<file path="src/rtl/argmax_decision.sv">
// Argmax decision stage: collects per-class sums, scans them one lane per cycle,
// and hands the winning class over a valid/ready port. ARGMAX_MARGIN_EN adds margin_out.
//
// state   | meaning
// --------+------------------------------------------------------------
// COLLECT | capturing lane sums until every lane has reported
// SCAN    | sequential signed compare, one lane per clock
// DONE    | result presented, waiting for out_ready
module argmax_decision #(
    parameter int N_MATS     = 10,
    parameter int DATA_WIDTH = 16,
    parameter int IDX_W      = $clog2(N_MATS)
) (
    input  logic                               clk,
    input  logic                               rst,
    input  logic [N_MATS-1:0]                  valid_in,
    input  logic [N_MATS-1:0][DATA_WIDTH-1:0]  sum_in,
    output logic                               in_ready,
    output logic                               out_valid,
    input  logic                               out_ready,
    output logic [IDX_W-1:0]                   class_out,
    output logic [DATA_WIDTH-1:0]              score_out,
`ifdef ARGMAX_MARGIN_EN
    output logic [DATA_WIDTH-1:0]              margin_out,
`endif
    output logic                               overrun
);

    typedef enum logic [1:0] {COLLECT, SCAN, DONE} state_t;

    localparam logic [IDX_W-1:0] LAST_IDX = IDX_W'(N_MATS - 1);

    state_t                            state_q, state_d;
    logic [N_MATS-1:0]                 got_q, got_d;
    logic [N_MATS-1:0][DATA_WIDTH-1:0] lane_buf_q, lane_buf_d;
    logic [DATA_WIDTH-1:0]             best_q, best_d;
    logic [IDX_W-1:0]                  best_idx_q, best_idx_d;
    logic [IDX_W-1:0]                  idx_q, idx_d;
    logic                              overrun_q, overrun_d;
    logic [IDX_W-1:0]                  class_q, class_d;
    logic [DATA_WIDTH-1:0]             score_q, score_d;
    logic [N_MATS-1:0]                 fresh;
    logic [N_MATS-1:0]                 full;
    logic [DATA_WIDTH-1:0]             cand;
`ifdef ARGMAX_MARGIN_EN
    logic [DATA_WIDTH-1:0]             runner_q, runner_d;
    logic [DATA_WIDTH-1:0]             margin_q, margin_d;
`endif

    always_ff @(posedge clk or negedge rst) begin
        if (!rst) begin
            state_q    <= COLLECT;
            got_q      <= '0;
            lane_buf_q <= '0;
            best_q     <= '0;
            best_idx_q <= '0;
            idx_q      <= '0;
            overrun_q  <= 1'b0;
            class_q    <= '0;
            score_q    <= '0;
`ifdef ARGMAX_MARGIN_EN
            runner_q   <= '0;
            margin_q   <= '0;
`endif
        end else begin
            state_q    <= state_d;
            got_q      <= got_d;
            lane_buf_q <= lane_buf_d;
            best_q     <= best_d;
            best_idx_q <= best_idx_d;
            idx_q      <= idx_d;
            overrun_q  <= overrun_d;
            class_q    <= class_d;
            score_q    <= score_d;
`ifdef ARGMAX_MARGIN_EN
            runner_q   <= runner_d;
            margin_q   <= margin_d;
`endif
        end
    end

    always_comb begin
        state_d    = state_q;
        got_d      = got_q;
        lane_buf_d = lane_buf_q;
        best_d     = best_q;
        best_idx_d = best_idx_q;
        idx_d      = idx_q;
        overrun_d  = overrun_q;
        class_d    = class_q;
        score_d    = score_q;
`ifdef ARGMAX_MARGIN_EN
        runner_d   = runner_q;
        margin_d   = margin_q;
`endif
        fresh      = valid_in & ~got_q;
        full       = got_q | valid_in;
        cand       = lane_buf_q[idx_q];

        case (state_q)
            COLLECT: begin
                for (int i = 0; i < N_MATS; i++) begin
                    if (fresh[i]) lane_buf_d[i] = sum_in[i];
                end
                got_d = full;
                if (|(valid_in & got_q)) overrun_d = 1'b1;
                if (&full) begin
                    state_d    = SCAN;
                    // lane 0 may be landing on this very edge, so bypass the buffer
                    best_d     = fresh[0] ? sum_in[0] : lane_buf_q[0];
                    best_idx_d = '0;
                    idx_d      = IDX_W'(1);
                end
            end
            SCAN: begin
                if (|valid_in) overrun_d = 1'b1;
`ifdef ARGMAX_MARGIN_EN
                if ($signed(cand) > $signed(best_q)) begin
                    runner_d   = best_q;
                    best_d     = cand;
                    best_idx_d = idx_q;
                end else if (idx_q == IDX_W'(1) || $signed(cand) > $signed(runner_q)) begin
                    runner_d   = cand;
                end
`else
                if ($signed(cand) > $signed(best_q)) begin
                    best_d     = cand;
                    best_idx_d = idx_q;
                end
`endif
                idx_d = idx_q + IDX_W'(1);
                if (idx_q == LAST_IDX) begin
                    state_d = DONE;
                    class_d = best_idx_d;
                    score_d = best_d;
`ifdef ARGMAX_MARGIN_EN
                    // best >= runner-up, so the modular difference is the true margin
                    margin_d = best_d - runner_d;
`endif
                end
            end
            DONE: begin
                if (|valid_in) overrun_d = 1'b1;
                if (out_ready) begin
                    state_d = COLLECT;
                    got_d   = '0;
                end
            end
            default: state_d = COLLECT;
        endcase
    end

    assign in_ready   = (state_q == COLLECT);
    assign out_valid  = (state_q == DONE);
    assign class_out  = class_q;
    assign score_out  = score_q;
    assign overrun    = overrun_q;
`ifdef ARGMAX_MARGIN_EN
    assign margin_out = margin_q;
`endif

endmodule

</file>
<file path="config.mk">
export PLATFORM = sky130hd
export DESIGN_NAME = argmax_decision
export DESIGN_NICKNAME = d
export VERILOG_FILES = /design/src/rtl/argmax_decision.sv
export SDC_FILE = /design/constraint.sdc
export NUM_CORES = 1
export LEC_CHECK = 0
export BUFFER_PORTS_ARGS = -buffer_cell sky130_fd_sc_hd__buf_2
export CAP_MARGIN = 20
export CORE_MARGIN = 5
export CORE_UTILIZATION = 45
export DETAILED_ROUTE_END_ITERATION = 8
export PLACE_DENSITY = 0.67
export SYNTH_ARGS = -nofsm -noshare
export SYNTH_HDL_FRONTEND = slang
export SYNTH_SLANG_ARGS = --single-unit
</file>
<file path="constraint.sdc">
create_clock -name clk -period 5.15 [get_ports clk]
set_input_delay 1.03 -clock clk [delete_from_list [all_inputs] [get_ports clk]]
set_output_delay 1.03 -clock clk [all_outputs]
set_load 0.02 [all_outputs]
</file>
==> flow_summary.toml, run 1 <==
[outcome]
status = "finished, final reports clean"

[yosys]
synth_top_flop_cell = "dfrtp_1"
synth_seq_area_share_pct = 51.5
syn_inst = 826
synth_cell_type_count = 50
ys_warn_count = 0
netlist_area_mm2 = 0.0105
synthArstFlopShare_pct = 100
synth_edf_count = 0
post_synth.cell_area_avg_um2 = 12.8
synth-seq-cells = 217
syn_nets = 1021

[worst_setup_path]
r2r-end = "best_q[14]"
critPathCaptureType = "flop"
critPathKind = "flop to flop"
arrival_ns = 5.12
r2r_cells = 10
critPathRequiredTime_ns = 5.59
r2r-start = "idx_q[1]"
reg2reg_slack_ns = 0.48
crit_fanout = 38
start_kind = "flop"

[timing]
tightestPinTransition_ns = 0.995
setup_viol = 0
fin_crit_sh_pct = 90.8
drv_slew = 0
finalHoldViolations = 0
layout_min_cycle_time_ns = 4.67
rsz0062_at_grt = "false"
relSlewSlack_pct = 33.5
timing.fmax_mhz = 214
setup_tns_ns = 0
finClkSkew_ns = 0.0185

[power]
p_switching_mw = 3.28
sequentialPowerShare_pct = 33.7
internal_power_mw = 5.09
comb_power_share_pct = 46.4
peakVddDrop_uv = 476
power_density_mw_per_mm2 = 663
swShare_pct = 39.2
p_leak_nw = 5.81
clockPowerShare_pct = 19.9

[clock_network]
htreeDepth = 1
cts_resized = 0
cts.sinks = 217
cts_hold_buf = 0
cts_buffers = 24
cts_buffer_depth = 3
cts-root-buf = "clkbuf_16"
cts_tree = "built"
cts_setup_buffers = 0
clkTransAtPathRegs_ns = 0.06
clk_latency_ns = 0.52

[detailed_routing]
drc = 0
vias = 7585
dr.pass1.iters = 6
wirelength_mm = 27.9
wl_per_cell_um = 20.8
drt_iter0_drc = 501
drt-vias-per-instance = 5.64
ant_nets = 0

[worst_hold_path]
worstHoldPathType = "flop to flop"
holdPathEnd = "overrun"
hold_depth = 1
hold_start = "overrun"

[placed_design]
io_buffers = 195
dp.cells = 1304
dpl.hpwl_mm = 20.9
gp_congestion = 0.918

[cells_and_area]
syn2layout_area_growth_pct = 19.7
n_fill_cell = 2040
n_antenna_cell = 0
post-route-util_pct = 54.3
nNetsFinal = 1206
drive_gt1_share_pct = 43.5
final_common_cell = "dfrtp_1"
final_cell_mix = "215 x dfrtp_1, 194 x buf_2, 160 x mux2_2"
instances_no_fill = 1345

[flow_run]
max-cap-violations = 0

[global_route]
grtUsageMet3_pct = 4.90
grt_max_degree = 107
use_met1_pct = 30.4
grt_use_met2_pct = 32.6
grt_pass1_wl_mm = 44.2
antenna_found_initial = 5
grt_usage_pct = 21.1
grt_pass1_vias = 7893
busiest_layer = "met2"
grt-ovfl-total = 0

[floorplanning]
die_height_um = 163
die_area_mm2 = 0.0266
rows = 56
io_pins = 196
coreArea_mm2 = 0.0233
fp.dieW_um = 163
start_util_pct = 45.3
==> worst max path at each step <==
stage / startpoint / end / slack [ns] / cells past startpoint
final: idx_q[1] / best_q[14] / 0.48 / 10
after global routing: idx_q[1] / best_q[13] / 0.27 / 10
after CTS: idx_q[1] / best_q[4] / 0.56 / 10
after detailed placement: idx_q[1] / best_q[4] / 0.55 / 10
after global placement: idx_q[1] / best_q[9] / 0.60 / 10
after floorplan: idx_q[0] / best_q[10] / 1.04 / 14
==> state kept, by name (all words and copies together), names as in the netlist <==
signal      count
best_idx_q      4
score_out      16
lane_buf_q    160
best_q         16
overrun         1
state_q         2
class_out       4
got_q          10
idx_q           4
==> synth_stat cells, types with 3 or more instances <==
cell type | count | area, um^2
a21oi_1 | 51 | 255
a221o_1 | 13 | 130
a22o_1 | 5 | 43.8
a22oi_1 | 3 | 22.5
a31oi_1 | 5 | 31.3
buf_2 | 6 | 30.0
clkbuf_1 | 42 | 158
dfrtp_1 | 217 | 5430
ha_1 | 22 | 275
inv_1 | 26 | 97.6
mux2_2 | 160 | 1800
mux2i_1 | 33 | 330
mux4_2 | 32 | 721
nand2_1 | 65 | 244
nand3_1 | 9 | 45.0
nand3b_1 | 7 | 52.6
nand4_1 | 9 | 56.3
nor2_1 | 6 | 22.5
nor2b_1 | 5 | 31.3
nor3_1 | 19 | 95.1
o21ai_0 | 8 | 40.0
o22ai_1 | 24 | 150
o2bb2ai_1 | 5 | 43.8
o311ai_0 | 5 | 43.8
o31ai_1 | 14 | 105
==> per-layer routing <==
| layer | routed length [um] | vias up |
|---|---|---|
| li1 | - | 3470 |
| met1 | 12600 | 3794 |
| met2 | 12700 | 255 |
| met3 | 1890 | 56 |
| met4 | 635 | 10 |
| met5 | 57 | - |
==> cell type report <==
type | count | area [um^2] | area share [%]
sequential | 217 | 5440 | 43.1
multi-input combinational | 532 | 4810 | 38.1
timing repair buffer | 210 | 1120 | 8.86
clock buffer | 29 | 641 | 5.08
tap | 319 | 399 | 3.16
clock inverter | 12 | 116 | 0.922
inverter | 26 | 97.6 | 0.773
==> stage by stage <==
stage	power [mW]	hold WS, ns	worst slack, ns	cell area (um^2)
after floorplan	5.61	0.465	1.04	10500
after global placement	6.61	0.443	0.603	11800
after detailed placement	6.69	0.443	0.548	11900
after CTS	8.38	0.457	0.558	12600
after global routing	8.92	0.482	0.267	12600
final	8.37	0.451	0.476	12600
==> logic make-up after synthesis <==
kind of cell             share of synthesized area (%)
flip-flops                                        51.5
AND/OR/NAND/NOR                                   5.99
AO/OA/AOI/OAI                                     9.90
multiplexers                                      27.0
XOR/XNOR                                        0.0831
buffers and inverters                             2.88
adder cells (fa/ha/maj)                           2.61
==> power groups by stage <==
stage	clock (mW)	sequential [mW]	combinational [mW]
2_1_floorplan	0	2.63	2.97
3_3_place_gp	0	2.83	3.77
3_5_place_dp	0	2.85	3.84
4_1_cts	1.70	2.83	3.85
5_1_grt	1.77	2.91	4.24
6_report	1.66	2.82	3.88
==> critical path, cell delays in order, from the launching register on <==
cell and delay [ns]:
dfrtp_2 0.97, nor2_1 0.11, nand2_1 0.51, o22ai_1 0.22
ha_1 0.41, nand4_1 0.21, nor2_1 0.06, a221o_1 0.39
or4_1 0.75, a21oi_2 0.69, a221o_1 0.26
No activity file was read; power rests on OpenSTA's default activity.
==> run 2, diff against run 1 <==
- CORE_ASPECT_RATIO: unset -> 1.25
- CORE_UTILIZATION: 45 -> 35
- HOLD_SLACK_MARGIN: unset -> 0.02
- PLACE_DENSITY: 0.67 -> unset
==> run 2 against run 1 <==
Net effect: hold slack improved by 0.019 ns; critical path type unchanged; largest power group unchanged; worst setup slack improved by 0.26 ns; wire length rose by 5.4%; global-route usage fell by 3.8 points; highest routed layer is now met4; clock-buffer cell count rose by 4; maximum frequency rose by 5.9%; sequential share of layout area fell by 0.37 points; combinational power rose by 1%; total power rose by 0.42%; largest cell class unchanged.
==> flow_summary.toml, run 2 (same netlist as run 1, synthesis figures left out) <==
[global_route]
grt_pass1_wl_mm = 45.5
grt_pass1_vias = 7921
grt_max_degree = 111
antenna_found_initial = 1
grt_usage_pct = 17.3
grt-ovfl-total = 0

[cells_and_area]
largest-register = "lane_buf_q"
syn2layout_area_growth_pct = 20.7
final_area_mm2 = 0.0127
drive_gt1_share_pct = 43.4
n_fill_cell = 2895
instances_no_fill = 1429
post-route-util_pct = 42.5
final_cell_mix = "215 x dfrtp_1, 194 x buf_2, 160 x mux2_2"
final_common_cell = "dfrtp_1"
nNetsFinal = 1205
largest_reg_flops = 160

[power]
peakVddDrop_uv = 334
p_leak_nw = 5.81
power_density_mw_per_mm2 = 660

[floorplanning]
fp.dieW_um = 165
rows = 71
coreArea_mm2 = 0.0299
io_pins = 196
start_util_pct = 35.2
die_area_mm2 = 0.0337
die_height_um = 204

[worst_hold_path]
hold_depth = 1
holdPathEnd = "overrun"
worstHoldPathType = "flop to flop"
hold_start = "overrun"

[worst_setup_path]
crit_fanout = 24
crit_top_cell = "buf_4"
critPathKind = "flop to flop"
critPathCaptureType = "flop"
critPathRequiredTime_ns = 5.55
reg2reg_slack_ns = 0.73
worstPathCellList = "buf_4, mux4_2, mux2i_1, o22ai_1, ha_1, nand4_1, nor2_1, a221o_1, o311ai_2, buf_4, a21oi_2, buf_4, a221o_1"
r2r_cells = 13
r2r-start = "idx_q[0]"
arrival_ns = 4.81
crit_slowest_cell = "dfrtp_4"
start_kind = "flop"
r2r-end = "best_q[8]"
slowest_delay_ns = 0.62

[clock_network]
clk_latency_ns = 0.52
cts_setup_buffers = 0
cts_hold_buf = 0
cts_resized = 0
cts_buffers = 23
cts_tree = "built"
cts-root-buf = "clkbuf_16"
htreeDepth = 1
cts_buffer_depth = 3
clkTransAtPathRegs_ns = 0.06
cts.sinks = 217

[detailed_routing]
dr.pass1.iters = 5
drt-vias-per-instance = 5.27
drc = 0
ant_nets = 0
wirelength_mm = 29.4
wl_per_cell_um = 20.6
vias = 7532
drt_iter0_drc = 408

[timing]
setup_tns_ns = 0
tightestPinTransition_ns = 1.03
drv_slew = 0
finClkSkew_ns = 0.0247
relSlewSlack_pct = 31.0
fin_crit_sh_pct = 85.7
setup_viol = 0
fin_hold_ws_ns = 0.470
layout_min_cycle_time_ns = 4.42
finalHoldViolations = 0
timing.fmax_mhz = 226
rsz0062_at_grt = "false"

[placed_design]
dp.cells = 1386
placed_area_mm2 = 0.0120
dpl.hpwl_mm = 22.1
io_buffers = 195
gp_congestion = 0.885

[outcome]
status = "finished, final reports clean"

[flow_run]
max-cap-violations = 0
## run 2: cell types whose count changed in the layout (fill, tap and decap cells not counted)
cell | previous run | this run
diode_2 | 0 | 1
clkbuf_8 | 0 | 5
buf_16 | 1 | 0
buf_12 | 0 | 1
clkbuf_1 | 4 | 5
clkbuf_16 | 25 | 23
clkinv_2 | 8 | 4
inv_6 | 0 | 1
## run 2: layout make-up
class | count | area [um^2] | area share (%)
sequential | 217 | 5440 | 42.7
multi-input combinational | 532 | 4810 | 37.8
timing repair buffer | 210 | 1110 | 8.73
clock buffer | 33 | 663 | 5.21
tap | 401 | 502 | 3.94
clock inverter | 9 | 105 | 0.826
inverter | 26 | 97.6 | 0.767
antenna | 1 | 2.50 | 0.0197
## run 2: worst max path at each step
stage               startpoint      endpoint  slack [ns]  depth (start not counted)
finish                idx_q[0]     best_q[8]        0.73                         13
detailed placement    idx_q[0]     best_q[8]        0.74                         13
CTS                   idx_q[0]    best_q[13]        0.74                         13
global route          idx_q[0]  class_out[1]        0.35                         10
global placement      idx_q[0]    best_q[10]        0.79                         13
floorplan             idx_q[0]    best_q[10]        1.04                         14
## run 2: metrics by stage
stage,power (mW),worst slack [ns]
floorplan,5.61,1.04
CTS,8.46,0.738
global route,9.00,0.349
global placement,6.68,0.792
finish,8.40,0.735
detailed placement,6.74,0.736
## run 2: critical path, delay by kind of cell, from the launching register on
| kind | cells | cell delay, ns |
|---|---|---|
| DFF | 1 | 0.62 |
| muxes | 2 | 0.80 |
| buffers and inverters | 3 | 0.87 |
| and+or+nand+nor | 2 | 0.32 |
| AOI/OAI and AO/OA | 5 | 1.32 |
| adders and majority gates | 1 | 0.35 |
## run 2: per-layer routing
metal / part of all wire, % / vias up / global-route usage, % / wire length [um]
met4: 2.4 / 0 / 4.93 / 697
met1: 43 / 3780 / 23.7 / 12800
met3: 5.6 / 46 / 2.78 / 1640
li1: - / 3467 / - / -
met2: 49 / 239 / 28.4 / 14300
met5: 0 / - / 0 / 0
## run 2: where the power goes
part / switching, mW / internal (mW) / total (mW)
logic: 2.14 / 1.79 / 3.93
registers: 0.468 / 2.32 / 2.79
clock network: 0.684 / 0.998 / 1.68
total: 3.29 / 5.11 / 8.40
==> run 3, diff against run 2 <==
- CORE_UTILIZATION: 35 -> 50
- PLACE_DENSITY: unset -> 0.73
==> run 3 against run 2 <==
Net effect: die area down 28%; register-to-register slack got worse by 0.13 ns; clock power about the same; clock-buffer cell count did not move; worst setup slack got worse by 0.13 ns; critical path type unchanged.
==> flow_summary.toml, run 3 (same netlist as run 1, synthesis figures left out) <==
[outcome]
status = "finished, final reports clean"

[cells_and_area]
post-route-util_pct = 60.4
largest_reg_flops = 160
nNetsFinal = 1201
drive_gt1_share_pct = 43.3
largest-register = "lane_buf_q"
final_cell_mix = "215 x dfrtp_1, 194 x buf_2, 160 x mux2_2"
final_common_cell = "dfrtp_1"
syn2layout_area_growth_pct = 19.1

[detailed_routing]
drt-vias-per-instance = 5.82
ant_nets = 0
vias = 7550
wirelength_mm = 27.0
drt_iter0_drc = 502
dr.pass1.iters = 5
drc = 0
wl_per_cell_um = 20.8

[placed_design]
pre_cts_ws_ns = 0.620
gp_congestion = 0.878
io_buffers = 195
dpl.hpwl_mm = 20.4

[clock_network]
cts_setup_buffers = 0
cts_buffers = 22
cts.sinks = 217
cts_resized = 0
htreeDepth = 1
cts_buffer_depth = 3
clkTransAtPathRegs_ns = 0.06
clk_latency_ns = 0.51
cts-root-buf = "clkbuf_16"
cts_hold_buf = 0
cts_tree = "built"

[timing]
relSlewSlack_pct = 31.8
setup_tns_ns = 0
timing.fmax_mhz = 220
rsz0062_at_grt = "false"
layout_min_cycle_time_ns = 4.54
finClkSkew_ns = 0.0225
setup_viol = 0
drv_slew = 0
fin_ws_ns = 0.607
tightestPinTransition_ns = 1.02
fin_hold_ws_ns = 0.463
fin_crit_sh_pct = 88.2
finalHoldViolations = 0

[worst_setup_path]
slowest_delay_ns = 0.76
start_kind = "flop"
cp_top_family = "compound AO/OA/AOI/OAI gates"
crit_buf_inv = 1
critPathCaptureType = "flop"
critPathKind = "flop to flop"
worstPathCellList = "buf_12, mux4_2, mux2i_1, o22ai_1, ha_1, nand4_1, nor2_1, a221o_1, or4_1, a21oi_2, a221o_1"
critPathRequiredTime_ns = 5.59
crit_top_cell = "a221o_1"
crit_fanout = 19
arrival_ns = 4.99
crit_slowest_cell = "or4_1"

[global_route]
grt_usage_pct = 22.4
antenna_found_initial = 5
grt_pass1_vias = 8067
grt-ovfl-total = 0
grt_max_degree = 132
grt_pass1_wl_mm = 43.4

[flow_run]
max-cap-violations = 0

[power]
power_density_mw_per_mm2 = 662
peakVddDrop_uv = 336
p_leak_nw = 5.79

[floorplanning]
io_pins = 196
coreArea_mm2 = 0.0208
fp.dieW_um = 140
start_util_pct = 50.7
rows = 59
die_area_mm2 = 0.0241
die_height_um = 172

[worst_hold_path]
worstHoldPathType = "flop to flop"
run 3: cell type report:
cell class | count | area [um^2]
Clock buffer | 33 | 672
Clock inverter | 6 | 97.6
Fill cell | 1636 | 8250
Tap cell | 274 | 343
Inverter | 26 | 97.6
Sequential cell | 217 | 5440
Multi-Input combinational cell | 532 | 4810
Antenna cell | 3 | 7.51
Timing Repair Buffer | 207 | 1100
run 3: path summary, 6_finish.rpt:
path,to,slack [ns],cells after the start,start
setup / recovery,best_q[14],0.61,11,idx_q[0]
hold / removal,overrun,0.46,1,overrun
setup reg to reg,best_q[14],0.61,11,idx_q[0]
hold reg to reg,overrun,0.46,1,overrun
max in group asynchronous,lane_buf_q[142],3.48,2,rst
min in group asynchronous,lane_buf_q[33],0.62,1,rst
run 3: worst reg2reg max path, cell delays in order, from the launching register on:
cell and delay, ns:
dfrtp_4 0.67, buf_12 0.23, mux4_2 0.51, mux2i_1 0.24, o22ai_1 0.19, ha_1 0.34, nand4_1 0.18, nor2_1 0.06
a221o_1 0.39, or4_1 0.76, a21oi_2 0.64, a221o_1 0.27
run 3: stage by stage:
step                      instance area, um^2  cells  power [mW]
after global routing                    12600   1298        8.90
final                                   12600   1298        8.32
after floorplan                         10500    826        5.61
after global placement                  11800   1256        6.52
after CTS                               12600   1295        8.33
after detailed placement                11800   1256        6.65
run 3: power by group:
part	switching, mW	internal (mW)	total [mW]
clock network	0.661	1.00	1.67
logic	2.07	1.78	3.85
registers	0.484	2.32	2.80
run 3: routing by layer:
layer	vias up	share of wire, %	wire length (um)	GRT usage, %
met5	-	0.078	21	0
met3	57	5.7	1520	4.07
met4	4	3.1	843	7.75
li1	3469	-	-	-
met1	3754	42	11400	30.2
met2	266	49	13100	36.9
